==> src/rtl/alarm_unit.sv <==
// Alarm unit: stores an alarm time, matches it against the main clock and rings/snoozes.
// Optional snooze support is compiled in with `define ALARM_SNOOZE_EN.
module alarm_unit (
  input  logic       clk,
  input  logic       rst,
  input  logic       tick_1hz,
  input  logic [4:0] cur_hours,
  input  logic [5:0] cur_minutes,
  input  logic [5:0] cur_seconds,
  input  logic       alarm_en,
  input  logic       alarm_set,
  input  logic       key_next,
  input  logic       key_inc,
  input  logic       key_dec,
  input  logic       key_stop,
  input  logic       key_snooze,
  output logic [4:0] alarm_hours,
  output logic [5:0] alarm_minutes,
  output logic       edit_field,
  output logic       ringing,
  output logic       snoozing,
  output logic       play_sound
);
  typedef enum logic [1:0] {IDLE, ARMED, RINGING, SNOOZE} state_e;

  state_e     state_q, state_d;
  logic [5:0] ring_q, ring_d;
  logic [4:0] hours_q, hours_d;
  logic [5:0] mins_q, mins_d;
  logic       field_q, field_d;
  logic       play_q, play_d;
  logic       match;
  logic       inc_only, dec_only;

`ifdef ALARM_SNOOZE_EN
  logic [8:0] snz_q, snz_d;
`else
  logic       unused_snooze;
  assign unused_snooze = key_snooze;
`endif

  assign match = tick_1hz && !alarm_set && (cur_hours == hours_q) &&
                 (cur_minutes == mins_q) && (cur_seconds == 6'd0);

  always_comb begin
    state_d = state_q;
    ring_d  = ring_q;
`ifdef ALARM_SNOOZE_EN
    snz_d   = snz_q;
`endif
    if (!alarm_en) begin
      state_d = IDLE;
    end else if (alarm_set) begin
      // Editing pulls an active alarm back to armed; otherwise the state holds.
      if (state_q == RINGING || state_q == SNOOZE) state_d = ARMED;
    end else begin
      case (state_q)
        IDLE: state_d = ARMED;
        ARMED: begin
          if (match) begin
            state_d = RINGING;
            ring_d  = 6'd0;
          end
        end
        RINGING: begin
          if (key_stop) begin
            state_d = ARMED;
`ifdef ALARM_SNOOZE_EN
          end else if (key_snooze) begin
            state_d = SNOOZE;
            snz_d   = 9'd0;
`endif
          end else if (tick_1hz) begin
            if (ring_q == 6'd59) state_d = ARMED;
            else                 ring_d  = ring_q + 6'd1;
          end
        end
        SNOOZE: begin
`ifdef ALARM_SNOOZE_EN
          if (key_stop) begin
            state_d = ARMED;
          end else if (tick_1hz) begin
            if (snz_q == 9'd299) begin
              state_d = RINGING;
              ring_d  = 6'd0;
            end else begin
              snz_d = snz_q + 9'd1;
            end
          end
`else
          state_d = ARMED;
`endif
        end
        default: state_d = IDLE;
      endcase
    end
    play_d = (state_d == RINGING) && !ring_d[0];
  end

  // Field adjustment uses the field selected before any key_next this cycle.
  assign inc_only = key_inc && !key_dec;
  assign dec_only = key_dec && !key_inc;

  always_comb begin
    hours_d = hours_q;
    mins_d  = mins_q;
    field_d = field_q;
    if (alarm_set) begin
      if (!field_q) begin
        if (inc_only)      hours_d = (hours_q == 5'd23) ? 5'd0  : hours_q + 5'd1;
        else if (dec_only) hours_d = (hours_q == 5'd0)  ? 5'd23 : hours_q - 5'd1;
      end else begin
        if (inc_only)      mins_d = (mins_q == 6'd59) ? 6'd0  : mins_q + 6'd1;
        else if (dec_only) mins_d = (mins_q == 6'd0)  ? 6'd59 : mins_q - 6'd1;
      end
      if (key_next) field_d = !field_q;
    end
  end

  always_ff @(posedge clk or posedge rst) begin
    if (rst) begin
      state_q <= IDLE;
      ring_q  <= 6'd0;
      hours_q <= 5'd7;
      mins_q  <= 6'd0;
      field_q <= 1'b0;
      play_q  <= 1'b0;
    end else begin
      state_q <= state_d;
      ring_q  <= ring_d;
      hours_q <= hours_d;
      mins_q  <= mins_d;
      field_q <= field_d;
      play_q  <= play_d;
    end
  end

`ifdef ALARM_SNOOZE_EN
  always_ff @(posedge clk or posedge rst) begin
    if (rst) snz_q <= 9'd0;
    else     snz_q <= snz_d;
  end
  assign snoozing = (state_q == SNOOZE);
`else
  assign snoozing = 1'b0;
`endif

  assign ringing       = (state_q == RINGING);
  assign play_sound    = play_q;
  assign alarm_hours   = hours_q;
  assign alarm_minutes = mins_q;
  assign edit_field    = field_q;
endmodule

==> config.mk <==
export PLATFORM = sky130hd
export DESIGN_NAME = alarm_unit
export DESIGN_NICKNAME = d
export VERILOG_FILES = /design/src/rtl/alarm_unit.sv
export SDC_FILE = /design/constraint.sdc
export NUM_CORES = 1
export LEC_CHECK = 0
export ABC_AREA = 1
export BUFFER_PORTS_ARGS = -buffer_cell sky130_fd_sc_hd__clkbuf_2
export CAP_MARGIN = 20
export CORE_MARGIN = 8
export CORE_UTILIZATION = 49
export DETAILED_ROUTE_END_ITERATION = 12
export GPL_TIMING_DRIVEN = 1
export PLACE_DENSITY = 0.8
export SLEW_MARGIN = 40
export SYNTH_ARGS = -nofsm -noshare
export SYNTH_HDL_FRONTEND = slang
export SYNTH_SLANG_ARGS = --single-unit
==> constraint.sdc <==
create_clock -name clk -period 1.75 [get_ports clk]
set_clock_uncertainty 0.1 [all_clocks]
set_input_delay 0.0875 -clock clk [delete_from_list [all_inputs] [get_ports clk]]
set_output_delay 0.0875 -clock clk [all_outputs]
set_load 0.1 [all_outputs]
==> results.md <==
- Final ANT Viol Nets: 0
- Synth warn: 0
- Hold crit path type: primary input to register
- CP required: 1.56 ns
- Die X: 78.14 um
- Reg2reg end: play_sound$_DFF_PP0_
- HP Start: key_stop
- Commonest non-fill, non-tap cell in the layout: nand2_1
- Worst setup EP type: output port
- Worst vdd ir: 1.385 mV
- Crit path kind: register to output port
- Site row count: 22
- Seq/Total Area, Yosys: 27.98%
- Syn avg cell area: 6.732 um2
- Antenna Cells: 0
- Leakage power total: 1.172 nW
- WL/cell: 12.39 um
- Later-pin clock latency in the skew report: 0.27 ns
- Synth Net Count: 319
- Maximum clock frequency: 584.8 MHz
- Total power: 3.795 mW
- Via density: 5.050
- Critical Path Fanout Max: 5
- Pwr dens: 1598 mW/mm2
- Final Cycle Share: 97.72%
- Iter 0 DRT Violations: 118
- Cts bufs inserted: 3
- CTS root buf: clkbuf_8
- Status: completed
- Clk slew on worst S/H paths: 0.09 ns
- Commonest cells after routing, fill and taps aside: 76 x nand2_1, 38 x clkbuf_2, 32 x inv_1
- Critical Path AT: 1.52 ns
- Buf/Inv on CP: 2
- Total congestion overflow: 0
- Layout cells sized above 1: 30.42%
- Bufs on Longest Clock Path: 2
- Worst reg-to-reg setup slack: 0.05 ns
- CTS Sinks: 21
- Critical path's largest stage delay: 0.65 ns
- Final GP Congestion: 0.9110
- End of the worst hold path: ring_q[5]$_DFFE_PP0P_
- Die height: 78.14 um
- CORE AREA: 0.003689 mm2
- Hpwl dp: 3716 um
- R2R cell count: 10
- Period minus WS final: 1.710 ns
- Gate Count Post-Synth: 281
- Die ar.: 0.006105 mm2
- Final Net Count: 371
- DR vias: 1919
- CTS tree: done
- Post-synth cell types: 36
- Starting density of the core: 51.29%
- Slew margin rel.: 63.92%
- Crit path cell chain: buf_4, clkbuf_2
- Final-report hold violation count: 0
- Delay-heaviest family, CP: flip-flops
- Largest net degree at the start of global routing: 22
- Hold slack: 0.05149 ns
- Setup-failing EPs final: 0
- Overall Global Routing Usage: 15.39%
- Worst-Margin Slew: 0.5434 ns
- Startpoint class of the critical path: register
- Vias in the first global route: 1796
- Max_cap viols: 0
- IO buf count: 39
- CP max-delay cell: dfstp_4
- First-pass GRT wire length: 7969 um
- RSZ-0062 raised after global routing: yes
- Initial antenna violation count: 0
- Syn Std Cell Area: 0.001892 mm2
- FF-to-FF Start: alarm_hours[0]$_DFFE_PP1P_
- Slew Limit Fails: 0
- Drt total wl: 4708 um
- I/O Pins: 42
- H-tree Lvls: 1
- Post-synthesis register bit count: 21
- Worst Hold Depth: 4
- Layout area overhead: 25.53%
- Total iterations of the first detailed-routing run: 4
- Drc violations: 0
- Post-layout util: 64.38%
worst min-delay path, stage by stage:
cell      delay [ns]
clkbuf_2        0.10
inv_1           0.06
nand4_1         0.09
o21ai_1         0.05
kinds of logic (layout without fill, tap and decap cells):
family | count (synthesis) | in the layout | share of synthesized area [%]
xor+xnor | 16 | 16 | 7.407
other cells | 1 | 1 | 0.1982
buf+inv | 48 | 99 | 10.32
compound gates | 37 | 37 | 11.71
flops | 21 | 21 | 27.98
simple gates | 147 | 147 | 35.12
fa+ha+maj | 11 | 11 | 7.275
registers in the layout, indices dropped and copies added (netlist names):
name / cells
alarm_minutes: 6
state_q: 2
play_sound: 1
ring_q: 6
edit_field: 1
alarm_hours: 5
power by group:
group / switching (mW) / internal [mW]
clock: 0.182 / 0.163
combinational: 1.80 / 0.640
sequential: 0.276 / 0.734
total: 2.26 / 1.54
worst max-delay path by stage:
stage	start	cells past startpoint	slack [ns]	end
finish	alarm_hours[2]$_DFFE_PP1P_	2	0.04	alarm_hours[2]
global route	alarm_hours[2]$_DFFE_PP1P_	12	-0.06	ring_q[3]$_DFFE_PP0P_
CTS	alarm_hours[1]$_DFFE_PP1P_	9	0.0006	play_sound$_DFF_PP0_
detailed placement	alarm_hours[1]$_DFFE_PP1P_	9	0.03	play_sound$_DFF_PP0_
global placement	alarm_hours[1]$_DFFE_PP1P_	9	0.08	play_sound$_DFF_PP0_
floorplan	alarm_hours[2]$_DFFE_PP1P_	11	-0.02	ring_q[2]$_DFFE_PP0P_
layer usage:
| layer | wire length [um] | global-route usage, % | vias up |
|---|---|---|---|
| li1 | - | - | 996 |
| met5 | 0 | 0 | - |
| met3 | 252 | 2.164 | 9 |
| met4 | 117 | 7.778 | 0 |
| met1 | 2128 | 20.07 | 857 |
| met2 | 2209 | 24.19 | 57 |
per-stage QoR:
stage               instance area, um2   TNS, ns  worst slack (ns)  cells
CTS                               2317         0         0.0006073    378
floorplan                         1967  -0.04551          -0.02273    281
global placement                  2242         0           0.07821    371
finish                            2375         0           0.03994    380
detailed placement                2242         0           0.03379    371
global route                      2375   -0.1637          -0.05632    380
synth_stat cells:
master | count | area (um2)
nand2_1 | 77 | 289.0
inv_1 | 35 | 131.4
nor2_1 | 26 | 97.59
dfrtp_1 | 18 | 450.4
nand3_1 | 18 | 90.09
ha_1 | 11 | 137.6
xor2_1 | 10 | 87.58
a21oi_1 | 9 | 45.04
o21ai_0 | 9 | 45.04
inv_2 | 7 | 26.28
xnor2_1 | 6 | 52.55
nand2_2 | 5 | 31.28
nor2_2 | 5 | 31.28
nor3_1 | 5 | 25.02
o21ai_1 | 5 | 25.02
a21oi_2 | 3 | 26.28
a22oi_1 | 3 | 22.52
dfstp_2 | 3 | 78.83
nand4_1 | 3 | 18.77
a31oi_1 | 2 | 12.51
buf_2 | 2 | 10.01
buf_4 | 2 | 15.01
nand2_4 | 2 | 22.52
nand3b_1 | 2 | 15.01
o211ai_1 | 2 | 15.01
a21boi_0 | 1 | 7.510
clkinv_1 | 1 | 3.750
clkinv_4 | 1 | 8.760
conb_1 | 1 | 3.750
nand3_2 | 1 | 10.01
nor3_2 | 1 | 10.01
nor3_4 | 1 | 16.27
nor3b_1 | 1 | 7.510
o21bai_1 | 1 | 7.510
o22ai_1 | 1 | 6.260
o41ai_1 | 1 | 8.760
cell type report:
class	count	area (um2)
timing repair buffer	51	295.3
inverter	44	177.7
sequential	21	564.3
tap	48	60.06
fill	349	1314
multi-input combinational	212	1232
clock buffer	4	45.04
what timing repair did:
item                                   CTS  global route
setup endpoints to repair                0             8
resized for setup                        0            11
endpoints found under the hold margin   23             0
hold buffers                             3             0
setup buffers                            0             2
No activity file was read; power rests on OpenSTA's default activity.
